File: src/rtl/fetch_unit.sv
// fetch_unit: instruction-fetch stage feeding the decoder/controller.
// Holds the architectural PC, fetches over a req/ack handshake and presents
// one instruction per execute slot, then computes the next PC from the
// controller's PCSrc / PCTargetSel decision.
//
// Ports:
//   clk, reset_n               clock, asynchronous active-low reset
//   PCSrc, PCTargetSel         next-PC selection from the controller
//   ImmExt, ALUResult          branch offset / jalr target operands
//   Stall                      holds the execute slot (only honoured in EXEC)
//   imem_req, imem_addr        fetch request and address (= PC)
//   imem_ack, imem_rdata       one-cycle ack pulse with read data
//   Instr, InstrValid          registered instruction and execute-slot strobe
//   PC, PCPlus4                current PC and PC+4
//   Misaligned                 sticky instruction-address-misaligned flag
module fetch_unit #(
  parameter int              XLEN     = 32,
  parameter logic [XLEN-1:0] RESET_PC = '0
) (
  input  logic            clk,
  input  logic            reset_n,
  input  logic            PCSrc,
  input  logic            PCTargetSel,
  input  logic [XLEN-1:0] ImmExt,
  input  logic [XLEN-1:0] ALUResult,
  input  logic            Stall,
  output logic            imem_req,
  output logic [XLEN-1:0] imem_addr,
  input  logic            imem_ack,
  input  logic [31:0]     imem_rdata,
  output logic [31:0]     Instr,
  output logic            InstrValid,
  output logic [XLEN-1:0] PC,
  output logic [XLEN-1:0] PCPlus4,
  output logic            Misaligned
);

  localparam logic [31:0] NOP = 32'h0000_0013;

  typedef enum logic [1:0] {
    FETCH = 2'd0,
    EXEC  = 2'd1,
    TRAP  = 2'd2
  } state_t;

  state_t          r_state;
  state_t          w_state_nxt;
  logic [XLEN-1:0] r_pc;
  logic [31:0]     r_instr;
  logic            r_req;
  logic            r_misaligned;

  logic [XLEN-1:0] w_pc_plus4;
  logic [XLEN-1:0] w_target;
  logic [XLEN-1:0] w_next_pc;
  logic            w_next_misaligned;
  logic            w_take_ack;
  logic            w_advance;

  always_comb begin
    w_pc_plus4        = r_pc + XLEN'(4);
    w_target          = PCTargetSel ? {ALUResult[XLEN-1:1], 1'b0} : (r_pc + ImmExt);
    w_next_pc         = PCSrc ? w_target : w_pc_plus4;
    w_next_misaligned = (w_next_pc[1:0] != 2'b00);
    // An ack only counts while our request is actually on the bus; this also
    // covers the single post-reset FETCH cycle before imem_req has risen.
    w_take_ack        = (r_state == FETCH) && r_req && imem_ack;
    w_advance         = (r_state == EXEC) && !Stall;
  end

  always_comb begin
    w_state_nxt = r_state;
    unique case (r_state)
      FETCH:   if (w_take_ack) w_state_nxt = EXEC;
      EXEC:    if (!Stall) w_state_nxt = w_next_misaligned ? TRAP : FETCH;
      TRAP:    w_state_nxt = TRAP;
      default: w_state_nxt = FETCH;
    endcase
  end

  // imem_req is registered so that it is low throughout reset and rises on
  // the first edge afterwards; it is simply "will be in FETCH next cycle".
  always_ff @(posedge clk or negedge reset_n) begin
    if (!reset_n) begin
      r_state      <= FETCH;
      r_pc         <= RESET_PC;
      r_instr      <= NOP;
      r_req        <= 1'b0;
      r_misaligned <= 1'b0;
    end else begin
      r_state <= w_state_nxt;
      r_req   <= (w_state_nxt == FETCH);
      if (w_take_ack) r_instr <= imem_rdata;
      if (w_advance) begin
        if (w_next_misaligned) r_misaligned <= 1'b1;
        else                   r_pc         <= w_next_pc;
      end
    end
  end

  assign imem_req   = r_req;
  assign imem_addr  = r_pc;
  assign Instr      = r_instr;
  assign InstrValid = (r_state == EXEC);
  assign PC         = r_pc;
  assign PCPlus4    = w_pc_plus4;
  assign Misaligned = r_misaligned;

endmodule

File: config.mk
export PLATFORM = sky130hd
export DESIGN_NAME = fetch_unit
export DESIGN_NICKNAME = d
export VERILOG_FILES = /design/src/rtl/fetch_unit.sv
export SDC_FILE = /design/constraint.sdc
export NUM_CORES = 1
export LEC_CHECK = 0
export BUFFER_PORTS_ARGS = -buffer_cell sky130_fd_sc_hd__buf_2
export CAP_MARGIN = 20
export CORE_MARGIN = 10
export CORE_UTILIZATION = 54
export DETAILED_ROUTE_END_ITERATION = 12
export HOLD_SLACK_MARGIN = 0.12
export PLACE_DENSITY = 0.87
export SLEW_MARGIN = 20
export SYNTH_ARGS = -nofsm -noshare
export SYNTH_HDL_FRONTEND = slang
export SYNTH_SLANG_ARGS = --single-unit
File: constraint.sdc
create_clock -name clk -period 6.1 [get_ports clk]
set_input_delay 1.22 -clock clk [delete_from_list [all_inputs] [get_ports clk]]
set_output_delay 1.22 -clock clk [all_outputs]
set_load 0.005 [all_outputs]
==> impl_metrics.tcl <==
set metrics [dict create \
    status "finished clean" \
    die_area_um2 15200 \
    reg2reg_depth 10 \
    post_drt_via_cell_ratio 5.913 \
    p_sw_frac 0.2536 \
    gp_congestion 0.9207 \
    synth_top_area_cell "dfrtp_1" \
    p_sw_uw 254.7 \
    worst_slew_pin_slew_ns 1.032 \
    tns_ns 0 \
    clock_skew_ns 0.01427 \
    total_power_mw 1.004 \
    intPower_uw 749.7 \
    yosysMostFrequentCell "dfrtp_1" \
    max_slew_margin 0.3068 \
    antenna_found_initial 0 \
    syn_to_final_growth_pct 21.08 \
    regToRegSetupSlack_ns 3.09 \
    cts_setup_buffers 0 \
    die_w_um 123.3 \
    grt_overflow 0 \
    start_kind "register" \
    period_needed_ns 3.915 \
    grt_pass1_wl_um 30190 \
    comb_power_share 0.127 \
    layout-drive-gt1-share 0.3647 \
    grt_max_degree 69 \
    grt_pass1_vias 5804 \
    pin_count 233 \
    hpwl_um 15870 \
    cp-end-kind "output pin" \
    fillers 908 \
    yosys_most_used_dff "dfrtp_1" \
    yosys_warnings 0 \
    cellPowerDensity_nw_per_um2 143.9 \
    grtUsageTotal 0.2492 \
    cts_htree_levels 3 \
    required_ns 4.88 \
    avgSynthCellArea_um2 8.666 \
    crit_path_end "PCPlus4[21]" \
    io_buffers 231 \
    drc_errors 0 \
    fin_ws_ns 2.185 \
    synth_seq_cells 68 \
    cts-resized-gates 0 \
    cap_violations 0 \
    clock_path_buffers 2 \
    pwr-share-clk 0.425 \
    holdBufCountCts 0 \
    seqCellArea_um2 1705 \
    numCtsBuffers 9 \
    synthTopCellsByArea "dfrtp_1 28%, ha_1 6.9%, mux2_2 6.3%" \
    cp.arrival_ns 2.69 \
    finalCritPeriodShare 0.6418 \
    final-setup-viol-count 0 \
    pwr-share-seq 0.449 \
    hold_viol_final 0 \
    clk_latency_ns 0.34 \
    cp_max_fo 9 \
    cts_root_buffer "clkbuf_8" \
    ir_worst_vdd_mv 0.1144 \
    synth_edf_count 0 \
    crit_type "reg -> out" \
    cts_num_sinks 68 \
    wire_per_inst_um 19.98 \
    multi_input_area_um2 3642 \
    holdCritPathClass "reg -> reg" \
    async_flop_share 1.000 \
    r2r_end "PC[30]$_DFFE_PN0P_" \
    antenna_left 0 \
    ys_top_cells_by_count "65 x dfrtp_1, 55 x nand2_1, 48 x nor2_1, 41 x a21oi_1, 40 x o21ai_0" \
    drtIter0Drc 481 \
    fp.coreArea_um2 10370 \
    seq_area_frac_synth 0.2959 \
    whs_ns 0.4739 \
    cts_tree "yes" \
    synth_nets 800 \
    nNetsFinal 980 \
    p_leak_nw 3.859 \
    n_antenna_cell 0 \
    rr_startpoint "PC[0]$_DFFE_PN0P_" \
    dieHeight_um 123.3 \
    fmax_mhz 255.4 \
    slew_violations 0 \
    rsz0062_at_grt "false" \
    place_ws_ns 2.184 \
    synth_top_area_share 0.2822 \
    crit_start "PC[4]$_DFFE_PN0P_" \
    syn-instance-count 665 \
    synth.distinct_cells 74 \
    clk_pin_slew_ns 0.09 \
    first_pass_iters 5 \
    row_count 37 \
    via_count 5830 \
    wirelength_um 19700 \
    start_util 0.5557 \
    synthesis.area_um2 5763 \
]
-- layout by cell type (no fill, tap or decap), types with 4 or more instances in the layout --
cell        n
o211ai_1    7
clkbuf_8   10
buf_2     231
a31oi_1     7
nand3_1    17
nor2_1     48
a22oi_1     4
nand2b_1    8
mux2_2     32
buf_4       4
o21ai_1     6
nand2_1    55
and3_1     14
a211oi_1    6
o31ai_1     7
o221ai_1    6
mux2i_1     5
and4_1      4
o22ai_1     8
a21oi_1    41
o21a_1      4
dfrtp_1    65
inv_1      10
nor3b_1     4
nand4_1    12
o21ai_0    40
and2_1      8
nor3_1     15
xnor2_1    27
xor2_1     24
ha_1       32
a21o_1     23
-- power by group through the flow --
stage               Sequential [mW]  Clock [mW]  Combinational [mW]
finish                        0.451       0.426               0.127
global route                  0.450       0.450               0.141
CTS                           0.451       0.432               0.126
detailed placement            0.459           0               0.125
global placement              0.459           0               0.124
floorplan                     0.459           0              0.0665
-- cell families (layout without fill, tap and decap cells) --
logic type                 count (synthesis)  in the layout  synth area share
buffers and inverters                     77            262           0.07295
DFF                                       68             68            0.2959
muxes                                     37             37           0.07121
xor gates and xnor gates                  51             51           0.07751
AOI/OAI and AO/OA                        190            190            0.2191
adders and majority gates                 33             33           0.07295
and+or+nand+nor                          209            209            0.1904
-- worst min-delay path by stage --
stage                                 from                     end  cells after the start
floorplan           Misaligned$_DFFE_PN0P_  Misaligned$_DFFE_PN0P_                      1
global placement    Misaligned$_DFFE_PN0P_  Misaligned$_DFFE_PN0P_                      1
detailed placement  Misaligned$_DFFE_PN0P_  Misaligned$_DFFE_PN0P_                      1
CTS                 Misaligned$_DFFE_PN0P_  Misaligned$_DFFE_PN0P_                      1
global route        Misaligned$_DFFE_PN0P_  Misaligned$_DFFE_PN0P_                      1
finish              Misaligned$_DFFE_PN0P_  Misaligned$_DFFE_PN0P_                      1
-- through the flow --
step / utilization / instance area (um2) / std cells
finish: 0.6729 / 6978 / 986
global route: 0.6729 / 6978 / 986
CTS: 0.6729 / 6978 / 986
detailed placement: 0.6505 / 6745 / 970
global placement: 0.6505 / 6745 / 970
floorplan: - / 5763 / 665
-- registers in the layout, summed over array words and instances (netlist names) --
signal      flops
Misaligned      1
r_state         2
imem_req        1
PC             32
Instr          32
-- routing by layer --
layer	global-route usage	wire length, um	vias up
met5	0	0	-
met4	0.08952	521	0
met3	0.05242	2068	39
met2	0.4198	9233	324
met1	0.3085	7880	2693
li1	-	-	2774
-- worst max-delay path, cell delays in order (launching register included) --
cell and delay, ns:
dfrtp_1 0.53, nand3_2 0.21, nor3_1 0.66, and3_1 0.40
and3_1 0.28, xor2_1 0.16, buf_2 0.13
-- layout make-up --
class / instances / area share
clock inverter: 6 / 0.01363
timing repair buffer: 235 / 0.1700
inverter: 11 / 0.005917
tap: 136 / 0.02439
sequential: 68 / 0.2444
clock buffer: 10 / 0.01972
multi-input combinational: 520 / 0.5220
Note: power is estimated with default switching activity, not from simulation.
